File: src/rtl/uart_mode_initiator.sv
// uart_mode_initiator: host-side initiator for the UART mode-switch protocol
// Sends FF then {F,mode}, checks both echoes, moves mode_out to the new mode,
// retries a failed attempt up to MAX_RETRY times, then reports err.
// Ports:
//   clk, reset_n          clock, asynchronous active-low reset
//   req_valid/req_mode    mode-switch request, accepted while req_ready (IDLE)
//   tx_data/tx_valid      byte to local TX, transferred when tx_valid && tx_ready
//   tx_ready              local TX can accept a byte / line idle
//   rx_data/rx_valid      one-cycle strobe of a byte from local RX
//   mode_out              current link mode driving local TX/RX
//   done/err              one-cycle pulses: switch succeeded / failed
module uart_mode_initiator #(
    parameter logic [3:0] INIT_MODE      = 4'd1,
    parameter int         TIMEOUT_CYCLES = 200000,
    parameter int         MAX_RETRY      = 2
) (
    input  logic       clk,
    input  logic       reset_n,
    input  logic       req_valid,
    input  logic [3:0] req_mode,
    output logic       req_ready,
    output logic [7:0] tx_data,
    output logic       tx_valid,
    input  logic       tx_ready,
    input  logic [7:0] rx_data,
    input  logic       rx_valid,
    output logic [3:0] mode_out,
    output logic       done,
    output logic       err
);
    localparam int TW  = $clog2(TIMEOUT_CYCLES + 1);
    localparam int RW  = $clog2(MAX_RETRY + 2);
    localparam int GAP = (TIMEOUT_CYCLES / 4 > 0) ? TIMEOUT_CYCLES / 4 : 1;
    localparam logic [TW-1:0] T_MAX  = TW'(TIMEOUT_CYCLES);
    localparam logic [TW-1:0] T_LAST = TW'(TIMEOUT_CYCLES - 1);
    localparam logic [TW-1:0] G_LAST = TW'(GAP - 1);
    localparam logic [RW-1:0] R_MAX  = RW'(MAX_RETRY);

    // QUIET is the post-failure gap during which RX traffic is ignored
    typedef enum logic [2:0] {IDLE, SEND_FF, WAIT_FF, SEND_M, WAIT_TXD, WAIT_M, QUIET} state_t;

    state_t        state;
    logic [3:0]    new_mode;
    logic [3:0]    old_mode;
    logic [TW-1:0] timer;
    logic [TW-1:0] t_inc;
    logic [RW-1:0] retry;
    logic [7:0]    m_byte;
    logic          timed_out;
    logic          gap_over;

    assign req_ready = state == IDLE;
    assign m_byte    = {4'hF, new_mode};
    assign t_inc     = (timer == T_MAX) ? timer : timer + 1'b1;
    assign timed_out = timer == T_LAST;
    assign gap_over  = timer == G_LAST;

    always_ff @(posedge clk or negedge reset_n) begin
        if (!reset_n) begin
            state    <= IDLE;
            mode_out <= INIT_MODE;
            new_mode <= INIT_MODE;
            old_mode <= INIT_MODE;
            tx_valid <= 1'b0;
            tx_data  <= 8'h00;
            done     <= 1'b0;
            err      <= 1'b0;
            retry    <= '0;
            timer    <= '0;
        end else begin
            done  <= 1'b0;
            err   <= 1'b0;
            // timer stays cleared outside the states that count
            timer <= '0;
            case (state)
                IDLE: if (req_valid) begin
                    new_mode <= req_mode;
                    old_mode <= mode_out;
                    tx_data  <= 8'hFF;
                    tx_valid <= 1'b1;
                    state    <= SEND_FF;
                end
                SEND_FF: if (tx_ready) begin
                    tx_valid <= 1'b0;
                    state    <= WAIT_FF;
                end
                // a byte arriving on the timeout cycle is judged, not discarded
                WAIT_FF: if (rx_valid && rx_data == 8'hFF) begin
                    tx_data  <= m_byte;
                    tx_valid <= 1'b1;
                    state    <= SEND_M;
                end else if (rx_valid || timed_out) begin
                    mode_out <= old_mode;
                    state    <= QUIET;
                end else begin
                    timer <= t_inc;
                end
                SEND_M: if (tx_ready) begin
                    tx_valid <= 1'b0;
                    state    <= WAIT_TXD;
                end
                // switch locally only once our byte has left the line, since the
                // responder echoes in the new mode
                WAIT_TXD: if (tx_ready) begin
                    mode_out <= new_mode;
                    state    <= WAIT_M;
                end
                WAIT_M: if (rx_valid && rx_data == m_byte) begin
                    done  <= 1'b1;
                    retry <= '0;
                    state <= IDLE;
                end else if (rx_valid || timed_out) begin
                    mode_out <= old_mode;
                    state    <= QUIET;
                end else begin
                    timer <= t_inc;
                end
                QUIET: if (!gap_over) begin
                    timer <= t_inc;
                end else if (retry < R_MAX) begin
                    retry    <= retry + 1'b1;
                    tx_data  <= 8'hFF;
                    tx_valid <= 1'b1;
                    state    <= SEND_FF;
                end else begin
                    err   <= 1'b1;
                    retry <= '0;
                    state <= IDLE;
                end
                default: state <= IDLE;
            endcase
        end
    end
endmodule

File: config.mk
export PLATFORM = sky130hd
export DESIGN_NAME = uart_mode_initiator
export DESIGN_NICKNAME = d
export VERILOG_FILES = /design/src/rtl/uart_mode_initiator.sv
export SDC_FILE = /design/constraint.sdc
export NUM_CORES = 1
export LEC_CHECK = 0
export CORE_MARGIN = 1
export CORE_UTILIZATION = 55
export CTS_CLUSTER_SIZE = 16
export DETAILED_ROUTE_END_ITERATION = 7
export GPL_TIMING_DRIVEN = 1
export PLACE_DENSITY = 0.89
export SLEW_MARGIN = 20
export SYNTH_ARGS = -nofsm -noshare
export SYNTH_HDL_FRONTEND = slang
export SYNTH_SLANG_ARGS = --single-unit
File: constraint.sdc
create_clock -name clk -period 3.45 [get_ports clk]
set_input_delay 0.345 -clock clk [delete_from_list [all_inputs] [get_ports clk]]
set_output_delay 0.345 -clock clk [all_outputs]
set_load 0.01 [all_outputs]
# == After elaboration in Yosys (flattened, before gate mapping) ==
# Index checks and enable logic that the tools add are counted.
# totals
regBits,46
in_bits,17
output_inout_bits,16
word_cells,91
# op_classes
addsub,2
magnitude_cmp,1
eq_ne,22
mux,41
reduce_logical,15
# ops
op,count
$mux 18,5
$pmux 18 s3,1
$eq 18x18->1 const B,2
$mux 8,4
$mux 3,8
$pmux 8 s3,1
$pmux 3 s7,1
$ne 2x2->1 const B,10
$add 18x1->18 const B,1
$eq 18x16->1 const B,1
$mux 4,4
$pmux 4 s3,1
$mux 1,11
$reduce_and 5->1,2
$eq 3x3->1 const B,3
$eq 8x8->1,1
$eq 8x8->1 const B,1
$eq 3x2->1 const B,2
$mux 2,3
$reduce_and 6->1,1
$reduce_bool 3->1,2
$pmux 1 s4,1
$pmux 2 s2,1
$reduce_and 4->1,1
other kinds (12),13

# == Depth between registers and ports, before layout ==
# depth
ltp_word,5
ltp_mapped,7
ltp_nobuf,6

# == Least setup slack after synthesis ==
# OpenSTA, ideal clock, no wires.
# synth_path
kind,reg-to-reg
start,register timer[7]
end,register tx_data[0]
arrival_time_ns,2.494
required_ns,3.325
setup_slack_ns,0.831
path_stages_with_launch,7
period_less_slack_ns,2.619
path_cell_list,dfrtp_1 or4b_4 or3_4 o21ba_4 or4b_1 buf_6 mux2_4
# synth_between
elab_chain_cells,3
# synth_rtl
item,line,source
start: declaration,45,logic [TW-1:0] timer;
start signal: assignment,96,timer <= t_inc;
start signal: assignment,116,timer <= t_inc;
start signal: assignment,119,timer <= t_inc;
$eq 18x16->1,56,assign gap_over = timer == G_LAST;
$ne 2x2->1 (no source line),-,
$reduce_and 5->1 (no source line),-,
end signal: assignment,89,tx_data <= m_byte;
end: declaration,22,"output logic [7:0] tx_data,"
# Every way passes these cells.
# A chain may end at the register's enable or synchronous reset.

# == Worst setup path after layout ==
# layout_path
start,register timer[7]
end,register tx_data[3]
# Same word-level chain as after synthesis.

==> impl_metrics.json <==
{
  "status": "finished, final reports clean",
  "slew_viol_final": 0,
  "cts_tree": "done",
  "hold_buffers": 0,
  "ys_warn_count": 0,
  "worst_pin_slew_ns": 0.9262,
  "synth_edf_count": 0,
  "grt_pass1_vias": 1730,
  "fmax_mhz": 364.6,
  "start_kind": "flip-flop",
  "multi_input_area_sq_um": 1226,
  "ys_ff_latch": 43,
  "gp_congestion": 0.8571,
  "die_h_um": 68.07,
  "syn_inst": 232,
  "final-setup-viol-count": 0,
  "n_antenna_cell": 0,
  "crit_arrival_ns": 2.94,
  "cts-buffers-inserted": 5,
  "cp_max_fo": 6,
  "r2r.worst_path.cells": 5,
  "ys.flop_type": "dfrtp_1",
  "crit_chain": "or4b_4 > or3_4 > o21ba_4 > or4b_1 > mux2_4",
  "ant_nets": 0,
  "overflow": 0,
  "synthArstFlopShare_pct": 100.0,
  "portBuffers": 32,
  "drv_cap": 0,
  "mostFrequentLayoutCells": "dfrtp_1, clkdlybuf4s50_1, nor3_1, nor2_1, mux2_2",
  "clkTransAtPathRegs_ns": 0.08,
  "r2r-end": "tx_data[3]",
  "drc": 0,
  "max_stage_delay_ns": 0.67,
  "grt_pass1_wl_um": 8073,
  "grt_max_degree": 44,
  "syn-num-nets": 251,
  "clock-skew-final_ns": 0.009874,
  "cts.sink_count": 43,
  "finalCritPeriodShare_pct": 79.50,
  "placed_cell_area_sq_um": 2733,
  "cts_root_buffer": "clkbuf_8",
  "worst_ep_required_time_ns": 3.64,
  "dp_slack_ns": 0.7080,
  "r2r_start": "timer[7]",
  "cpMaxStageDelayCell": "or4b_1",
  "rsz0062_at_grt": "false",
  "ir_worst_vdd_mv": 0.3211,
  "ys_types": 51,
  "synth_seq_area_share_pct": 44.97,
  "max_slew_margin_pct": 38.25,
  "post_cts_resized": 0,
  "routed-via-count": 1889,
  "wl_per_cell_um": 15.96,
  "layout_commonest_cell": "dfrtp_1",
  "rows": 23,
  "netlist_area_sq_um": 2401,
  "finalWirelength_um": 4980,
  "design.core.area_sq_um": 4086,
  "postCtsSetupBuffers": 0,
  "grt_antenna_before_repair": 0,
  "avgSynthCellArea_sq_um": 10.35,
  "htree_levels": 2,
  "setup_ws_ns": 0.7072,
  "firstDrtPassIters": 5,
  "io-pin-count": 33,
  "setup_tns_ns": 0,
  "via_per_inst": 6.054,
  "fp.dieArea_sq_um": 4634,
  "clockBufferDepth": 2,
  "grt_use_total_pct": 23.53,
  "leakagePower_uw": 0.001137,
  "critPathKind": "reg -> reg",
  "drtIter0Drc": 113,
  "place_hpwl_um": 3647,
  "min_period_ns": 2.743,
  "hold_viol_final": 0,
  "worstSkewPairLatency_ns": 0.30,
  "fin_nets": 280,
  "fillCellCount": 309,
  "reg2reg_slack_ns": 0.71,
  "crit_path_end_kind": "flip-flop",
  "hold_class": "in -> async",
  "drive_gt1_share_pct": 15.65,
  "stdcell_area_sq_um": 2824,
  "powerDensity_nw_per_um2": 639.2,
  "start_util_pct": 58.76,
  "syn_to_final_growth_pct": 17.61,
  "regArea_sq_um": 1080,
  "die_w_um": 68.07
}
[per-stage QoR]
stage               instances  total power (uW)  util (%)  hold slack [ns]
detailed placement        304              1481     66.87           0.4916
finish                    312              1805     69.11           0.1721
global route              312              1916     69.11           0.2500
floorplan                 232              1248         -          0.04941
CTS                       312              1806     69.11           0.2063
global placement          304              1454     66.87           0.4860
[synth_stat cells (3+ instances only)]
cell | n | area (sq um)
inv_1 | 7 | 26.28
nand4_1 | 8 | 50.05
mux2_2 | 17 | 191.4
a31oi_1 | 4 | 25.02
buf_4 | 3 | 22.52
a21oi_1 | 4 | 20.02
xor2_1 | 11 | 96.34
dfrtp_1 | 40 | 1001
dfstp_2 | 3 | 78.83
nand2_1 | 9 | 33.78
clkbuf_1 | 8 | 30.03
and4_1 | 3 | 26.28
nand2b_1 | 3 | 18.77
nor3_1 | 22 | 110.1
nor2_1 | 17 | 63.81
nor4_1 | 7 | 43.79
xnor2_1 | 6 | 52.55
mux2_4 | 4 | 60.06
or3_1 | 4 | 25.02
and2_1 | 4 | 25.02
o31ai_1 | 3 | 22.52
nand3_1 | 6 | 30.03
[state kept, by name (all words and copies together) (netlist names)]
| signal | cells |
|---|---|
| tx_data | 5 |
| err | 1 |
| state | 3 |
| new_mode | 4 |
| retry | 2 |
| done | 1 |
| timer | 18 |
| old_mode | 4 |
| tx_valid | 1 |
| mode_out | 4 |
[area by class of cell]
class | instances | area share [%]
Clock buffer | 7 | 3.057
Clock inverter | 1 | 0.1772
Inverter | 7 | 0.9304
Multi-Input combinational cell | 169 | 43.42
Sequential cell | 43 | 38.24
Tap cell | 50 | 2.215
Timing Repair Buffer | 35 | 11.96
[how the worst max path moves through the flow]
| stage | endpoint | cells after the start | slack, ns | startpoint |
|---|---|---|---|---|
| 2_1_floorplan | tx_data[0] | 6 | 0.83 | timer[7] |
| 3_3_place_gp | tx_data[0] | 5 | 0.74 | timer[7] |
| 3_5_place_dp | tx_data[3] | 5 | 0.71 | timer[7] |
| 4_1_cts | tx_data[3] | 5 | 0.70 | timer[7] |
| 5_1_grt | tx_data[3] | 5 | 0.62 | timer[7] |
| 6_report | tx_data[3] | 5 | 0.71 | timer[7] |
[cells by family (layout without fill, tap and decap cells)]
logic type	after synthesis	count (layout)	synth area share (%)
and+or+nand+nor	97	97	22.77
xor gates and xnor gates	17	17	6.201
DFF	43	43	44.97
buffers and inverters	20	50	3.960
muxes	23	23	11.31
AOI/OAI and AO/OA	30	30	9.745
adders and majority gates	2	2	1.042
[routing by layer]
layer / vias up / wire length, um / global-route usage [%]
li1: 918 / - / -
met1: 902 / 2265 / 31.42
met2: 59 / 2376 / 37.38
met3: 10 / 253 / 5.500
met4: 0 / 85 / 7.813
met5: - / 0 / 0
[where the power goes]
group / total (uW) / internal, uW / switching (uW)
combinational: 715 / 373 / 342
sequential: 762 / 616 / 145
clock: 328 / 161 / 167
total: 1800 / 1150 / 654
[critical path, delay by kind of cell, from the launching register on]
family	cells	cell delay, ns
compound gates	1	0.23
mux	1	0.35
flops	1	0.44
simple gates	3	1.62
(Power assumes the default switching activity.)
